$ cat src/rtl/serial_borrow_subtractor.sv
// Bit-serial a - b - bin: one registered full-subtractor cell, LSB first,
// behind a start/busy/done handshake. Result and borrow-out are registered.
module serial_borrow_subtractor #(
  parameter int WIDTH = 4
) (
  input  logic             clk,
  input  logic             rst,
  input  logic             start,
  input  logic [WIDTH-1:0] a,
  input  logic [WIDTH-1:0] b,
  input  logic             bin,
  output logic             busy,
  output logic             done,
  output logic [WIDTH-1:0] diff,
  output logic             bout
);

  localparam int CW = (WIDTH > 2) ? $clog2(WIDTH) : 1;
  localparam logic [CW-1:0] CNT_LAST = CW'(WIDTH - 1);

  typedef enum logic [1:0] {
    S_IDLE = 2'd0,
    S_RUN  = 2'd1,
    S_DONE = 2'd2
  } state_e;

  state_e           state_q, state_d;
  logic [WIDTH-1:0] a_q, a_d;
  logic [WIDTH-1:0] b_q, b_d;
  logic [WIDTH-1:0] res_q, res_d;
  logic [WIDTH-1:0] diff_q, diff_d;
  logic             br_q, br_d;
  logic             bout_q, bout_d;
  logic [CW-1:0]    cnt_q, cnt_d;
  logic             d_bit;
  logic             br_nxt;

  always_comb begin
    // NOTE: every signal gets a hold value first so no path leaves it unassigned (no latches).
    state_d = state_q;
    a_d     = a_q;
    b_d     = b_q;
    res_d   = res_q;
    diff_d  = diff_q;
    br_d    = br_q;
    bout_d  = bout_q;
    cnt_d   = cnt_q;

    // Full-subtractor cell on the current LSBs and the rippling borrow.
    d_bit  = a_q[0] ^ b_q[0] ^ br_q;
    br_nxt = (~a_q[0] & b_q[0]) | (~a_q[0] & br_q) | (b_q[0] & br_q);

    unique case (state_q)
      S_IDLE, S_DONE: begin
        state_d = S_IDLE;
        if (start) begin
          state_d = S_RUN;
          a_d     = a;
          b_d     = b;
          br_d    = bin;
          cnt_d   = '0;
        end
      end
      S_RUN: begin
        a_d   = a_q >> 1;
        b_d   = b_q >> 1;
        res_d = {d_bit, res_q[WIDTH-1:1]};
        br_d  = br_nxt;
        if (cnt_q == CNT_LAST) begin
          // Counter holds at its last value so it never wraps.
          state_d = S_DONE;
          diff_d  = {d_bit, res_q[WIDTH-1:1]};
          bout_d  = br_nxt;
        end else begin
          cnt_d = cnt_q + CW'(1);
        end
      end
      default: state_d = S_IDLE;
    endcase
  end

  // NOTE: sequential state uses non-blocking assignments so all flops update together.
  always_ff @(posedge clk or posedge rst) begin
    if (rst) begin
      state_q <= S_IDLE;
      a_q     <= '0;
      b_q     <= '0;
      res_q   <= '0;
      diff_q  <= '0;
      br_q    <= 1'b0;
      bout_q  <= 1'b0;
      cnt_q   <= '0;
    end else begin
      state_q <= state_d;
      a_q     <= a_d;
      b_q     <= b_d;
      res_q   <= res_d;
      diff_q  <= diff_d;
      br_q    <= br_d;
      bout_q  <= bout_d;
      cnt_q   <= cnt_d;
    end
  end

  assign busy = (state_q == S_RUN);
  assign done = (state_q == S_DONE);
  assign diff = diff_q;
  assign bout = bout_q;

endmodule
$ cat config.mk
export PLATFORM = sky130hd
export DESIGN_NAME = serial_borrow_subtractor
export DESIGN_NICKNAME = d
export VERILOG_FILES = /design/src/rtl/serial_borrow_subtractor.sv
export SDC_FILE = /design/constraint.sdc
export NUM_CORES = 1
export LEC_CHECK = 0
export ABC_AREA = 1
export BUFFER_PORTS_ARGS = -buffer_cell sky130_fd_sc_hd__buf_2
export CAP_MARGIN = 0
export CORE_AREA = 2 2 57 59
export CTS_CLUSTER_SIZE = 10
export DETAILED_ROUTE_END_ITERATION = 10
export DIE_AREA = 0 0 59 61
export PLACE_DENSITY = 0.62
export SLEW_MARGIN = 0
export SYNTH_ARGS = -nofsm -noshare
export SYNTH_HDL_FRONTEND = slang
export SYNTH_SLANG_ARGS = --single-unit
$ cat constraint.sdc
create_clock -name clk -period 1.9 [get_ports clk]
set_input_delay 0.38 -clock clk [delete_from_list [all_inputs] [get_ports clk]]
set_output_delay 0.38 -clock clk [all_outputs]
set_load 0.01 [all_outputs]
Yosys cells after proc, flatten, opt, wreduce, memory -nomap -nowiden
Index checks and enable logic that the tools add are counted.
{ "op_classes": {"bitwise": 8, "eq_ne": 6, "mux": 12, "reduce_logical": 6, "add_sub_neg": 1} }
{ "op_table": {"columns": ["cell", "n"], "rows": [
  ["4-bit case mux with 2 select lines", 2],
  ["4-bit 2-to-1 mux", 2],
  ["2-bit case mux with 2 select lines", 2],
  ["2-bit 2-to-1 mux", 3],
  ["2-bit equality test (second input constant)", 2],
  ["2-bit inequality test (second input constant)", 2],
  ["2-bit AND reduction", 2],
  ["1-bit bitwise AND", 3],
  ["3-bit AND reduction", 1],
  ["2-bit by 1-bit adder with 2-bit output (second input constant)", 1],
  ["2-bit by 1-bit equality test with 1-bit output (second input constant)", 1],
  ["2-bit zero test", 1],
  ["1-bit 2-to-1 mux", 2],
  ["2-bit by 1-bit inequality test with 1-bit output (second input constant)", 1],
  ["1-bit OR", 2],
  ["1-bit case mux with 2 select lines", 1],
  ["2-bit nonzero test", 1],
  ["2-bit OR reduction", 1],
  ["1-bit XOR", 2],
  ["1-bit NOT", 1]
]} }
{ "word_totals": {"inputBits": 12, "word_cells": 41, "output_inout_bits": 7, "ff_bits": 22} }

Longest topological paths before layout
{ "depth": {"depth_word": 5, "depth_mapped": 6, "depth_no_buf": 6} }

Worst setup path after synthesis
No wires, ideal clock.
{ "synth_timing": {"kind": "register to register", "start": "register a_q[0]", "end": "register br_q", "required_time_ns": 1.783, "setup_slack_ns": 0.764, "stages_incl_launch_ff": 7, "t_arrival_ns": 1.018, "n_path_buf": 0, "period_less_slack_ns": 1.136, "setup_time_ns": 0.117, "cell_sequence": "dfrtp_1 inv_1 fa_1 inv_1 nand3_1 nand3_1 nand2_1"} }
{ "synth_between": {"elab_chain_cells": 5, "word_cells_on_any_way": 6, "cone_classes": "mux: 1; bitwise: 5"} }
{ "synth_lines": {"columns": ["element", "line", "source"], "rows": [
  ["from (decl)", "28", "logic [WIDTH-1:0] a_q, a_d;"],
  ["from (signal assigned)", "86", "a_q <= '0;"],
  ["from (signal assigned)", "95", "a_q <= a_d;"],
  ["1-bit NOT (*)", "51", "br_nxt = (~a_q[0] & b_q[0]) | (~a_q[0] & br_q) | (b_q[0] & br_q);"],
  ["1-bit bitwise AND", "51", null],
  ["1-bit OR (*) (2 in a row)", "51", null],
  ["named net br_nxt", "36", "logic br_nxt;"],
  ["1-bit case mux with 2 select lines (*)", "53", "unique case (state_q)"],
  ["to (signal assigned)", "99", "br_q <= br_d;"],
  ["to (decl)", "32", "logic br_q, br_d;"]
]} }
Mark *: on every way through the listed nets, which the timed path passes. The rest lies on a longest branch.
A chain may end at the register's enable or synchronous reset.

Final worst setup path
{ "layout_timing": {"start": "register state_q[0]", "end": "output port busy"} }
{ "layout_between": {"elab_chain_cells": 1} }
{ "layout_lines": {"columns": ["element", "line", "source"], "rows": [
  ["from (decl)", "27", "state_e state_q, state_d;"],
  ["from (signal assigned)", "94", "state_q <= state_d;"],
  ["2-bit by 1-bit equality test with 1-bit output", "105", "assign busy = (state_q == S_RUN);"],
  ["to (decl)", "12", "output logic busy,"]
]} }
No other way between the ends.

==> impl_summary.log <==
INFO  metric ant_nets = 0
INFO  metric global_route_wire_length_before_repair = around 3200 µm
INFO  metric critPathBufInv = 2
INFO  metric drt-total-wl = between 1500 and 2000 µm
INFO  metric period_minus_slack = ~1.7 ns
INFO  metric netlist-cell-type-count = 15
INFO  metric portBuffers = 18
INFO  metric finalHoldViolCount = 0
INFO  metric crit_path_start_kind = flop
INFO  metric critical_path_class = reg -> out
INFO  metric fin_worst_skew = approximately 0.0048 ns
INFO  metric timing.setup.tns = 0 ns
INFO  metric worst_hold_path_type = in -> async
INFO  metric cts_hold_buf = 0
INFO  metric ioPinCount = 19
INFO  metric total_leakage_power = ~0.66 nW
INFO  metric die_height = about 61 µm
INFO  metric grt_usage = about an eighth
INFO  metric grt_remaining_overflow = 0
INFO  metric cts-buffers-inserted = 3
INFO  metric power-per-cell-area = ~1600 nW/µm²
INFO  metric nNetsFinal = between 150 and 200
INFO  metric synth-seq-cells = 21
INFO  metric synth_area_per_cell = just over 8 µm²
INFO  metric gpl.final_weighted_congestion = 0.762
INFO  metric routed-via-count = approximately 800
INFO  metric final.setup.worst_slack = 0.193 ns
INFO  metric postCtsSetupRepairBufs = 0
INFO  metric slowest_stage = dfrtp_1
INFO  metric largest_net_degree_at_the_start_of_global_routing = 22
INFO  metric clock_tree_from_tritoncts = done
INFO  metric rows = 20
INFO  metric first_global_vias = around 760
INFO  metric max-slew-margin-rel = approximately three quarters
INFO  metric start_util = roughly a third
INFO  metric syn2layout_area_growth = 14.9%
INFO  metric synth.largest_area_cell = dfrtp_1
INFO  metric buffer_cell_driving_the_clock_tree_root = clkbuf_4
INFO  metric cap_violations = 0
INFO  metric post-route-period-util = 89.8%
INFO  metric postCtsResizedCells = 0
INFO  metric max_slew.worst_pin.slew = 0.391 ns
INFO  metric clock_latency = between 0.3 and 0.4 ns
INFO  metric fraction_of_final_layout_cells_with_drive_strength_greater_than_1 = 21.3%
INFO  metric grt_antenna_before_repair = 0
INFO  metric netlist_top_cells_area = dfrtp_1 (53%), nand2_1 (14%), nand3_1 (9.1%)
INFO  metric wire_per_inst = about 10 µm
INFO  metric path_delay_family = flip-flops
INFO  metric synthesis.nets = roughly 130
INFO  metric number_of_warnings_issued_by_yosys = 0
INFO  metric clk_pin_slew = 0.12 ns
INFO  metric fp.dieW = 59 µm
INFO  metric setup_repair_after_global_routing_missed_its_margin = no
INFO  metric antenna_cells = 0
INFO  metric drtPass1Iterations = 4
INFO  metric critPathArrivalTime = between 1 and 1.5 ns
INFO  metric synth-seq-area-share = a little over half
INFO  metric detailedPlacementHpwl = 1260 µm
INFO  metric cp.required = between 1.5 and 2 ns
INFO  metric worst_ir_drop_on_vdd = slightly below 0.7 mV
INFO  metric finalPower = 1.83 mW
INFO  metric reg2regPathDepth = 6
INFO  metric clkSinkCount = 21
INFO  metric dr.first_iter.drc_count = 19
INFO  metric worst_case_clock_buffer_depth = 2
INFO  metric yosysTopAreaCellShare = a little over half
INFO  metric slowest_delay = 0.60 ns
INFO  metric synth_area = between 900 and 1000 µm²
INFO  metric coreArea = a little under 3000 µm²
INFO  metric timing.final.max_slew_violations = 0
INFO  metric setup_viol_count_final = 0
INFO  metric max_freq = just under 600 MHz
INFO  metric critPathMaxFanout = 11
INFO  metric endpoint_kind = output port
INFO  metric reg2reg_from = state_q[0]
INFO  metric cts-htree-levels = 1
INFO  metric critical_path.reg2reg.endpoint = a_q[1]
INFO  metric vias_per_cell = about 4.5
INFO  metric synth_cells = 120
INFO  metric path_cells = inv_1 > nor2_2 > buf_2
INFO  metric drc = 0
INFO  metric placement.setup.worst_slack = about 0.55 ns
INFO  metric die_footprint = 3600 µm²
INFO  metric r2r_setup_slack = between 0.5 and 0.6 ns
INFO  metric status = complete, no violations
## placed cells by master (no fill, tap or decap)
cell / n
buf_2: 18
buf_4: 1
clkbuf_4: 3
clkinv_2: 1
dfrtp_1: 21
fa_1: 1
ha_1: 1
inv_1: 22
inv_2: 2
nand2_1: 38
nand2_2: 1
nand2_4: 2
nand3_1: 18
nor2_1: 1
nor2_2: 2
o21ai_0: 7
o21ai_1: 2
## per-stage QoR
stage	utilization (%)	hold slack [ns]	instances	cell area [µm²]
floorplan	-	0.357	120	990
global placement	37.6	0.424	170	1110
detailed placement	37.6	0.425	170	1110
CTS	38.5	0.0694	174	1140
global route	38.5	0.0898	174	1140
finish	38.5	0.0754	174	1140
## kinds of logic (layout without fill, tap and decap cells)
group / Yosys count / in the layout / share of synthesized area [%]
buf+inv: 26 / 47 / 11.0
flops: 21 / 21 / 53.1
compound gates: 9 / 9 / 4.55
fa+ha+maj: 2 / 2 / 3.29
simple gates: 62 / 62 / 28.1
## layer usage
layer	track usage (%)	part of all wire [%]	vias up
li1	-	-	404
met5	0	0	-
met4	3.90	1.2	0
met3	4.48	7.2	4
met1	14.6	49	353
met2	18.7	42	25
## sequential cells by signal (all words and copies together), names as in the netlist
name,count
cnt_q,2
a_q,4
br_q,1
bout,1
b_q,4
state_q,2
res_q,3
diff,4
## synth_stat cells, drive strengths merged
library cell,instances
nor2,3
nand2,41
inv,24
nand3,18
buf,2
ha,1
o21ai,9
fa,1
dfrtp,21
## worst max path at each step
stage                    start   end  cells past startpoint  slack (ns)
finish              state_q[0]  busy                      3        0.19
floorplan               a_q[0]  br_q                      6        0.76
global route        state_q[0]  busy                      3        0.08
detailed placement  state_q[0]  busy                      3        0.55
CTS                 state_q[0]  busy                      3        0.17
global placement    state_q[0]  busy                      3        0.58
## tightest hold or removal path, stage by stage
cell and delay, ns:
buf_2 0.09, inv_1 0.04, buf_4 0.27
## final cells by class
class                      count  area [µm²]
clock buffer                   3        22.5
clock inverter                 1        5.00
fill                         318        1820
inverter                      24        90.1
multi-input combinational     73         355
sequential                    21         526
tap                           33        41.3
timing repair buffer          19        97.6
## where the power goes
part / internal (mW) / switching (mW) / leakage (nW) / total (mW)
Combinational: 0.310 / 0.513 / 0.384 / 0.823
Clock: 0.0788 / 0.139 / 0.0177 / 0.218
Sequential: 0.653 / 0.140 / 0.263 / 0.793
(Power assumes the default switching activity.)
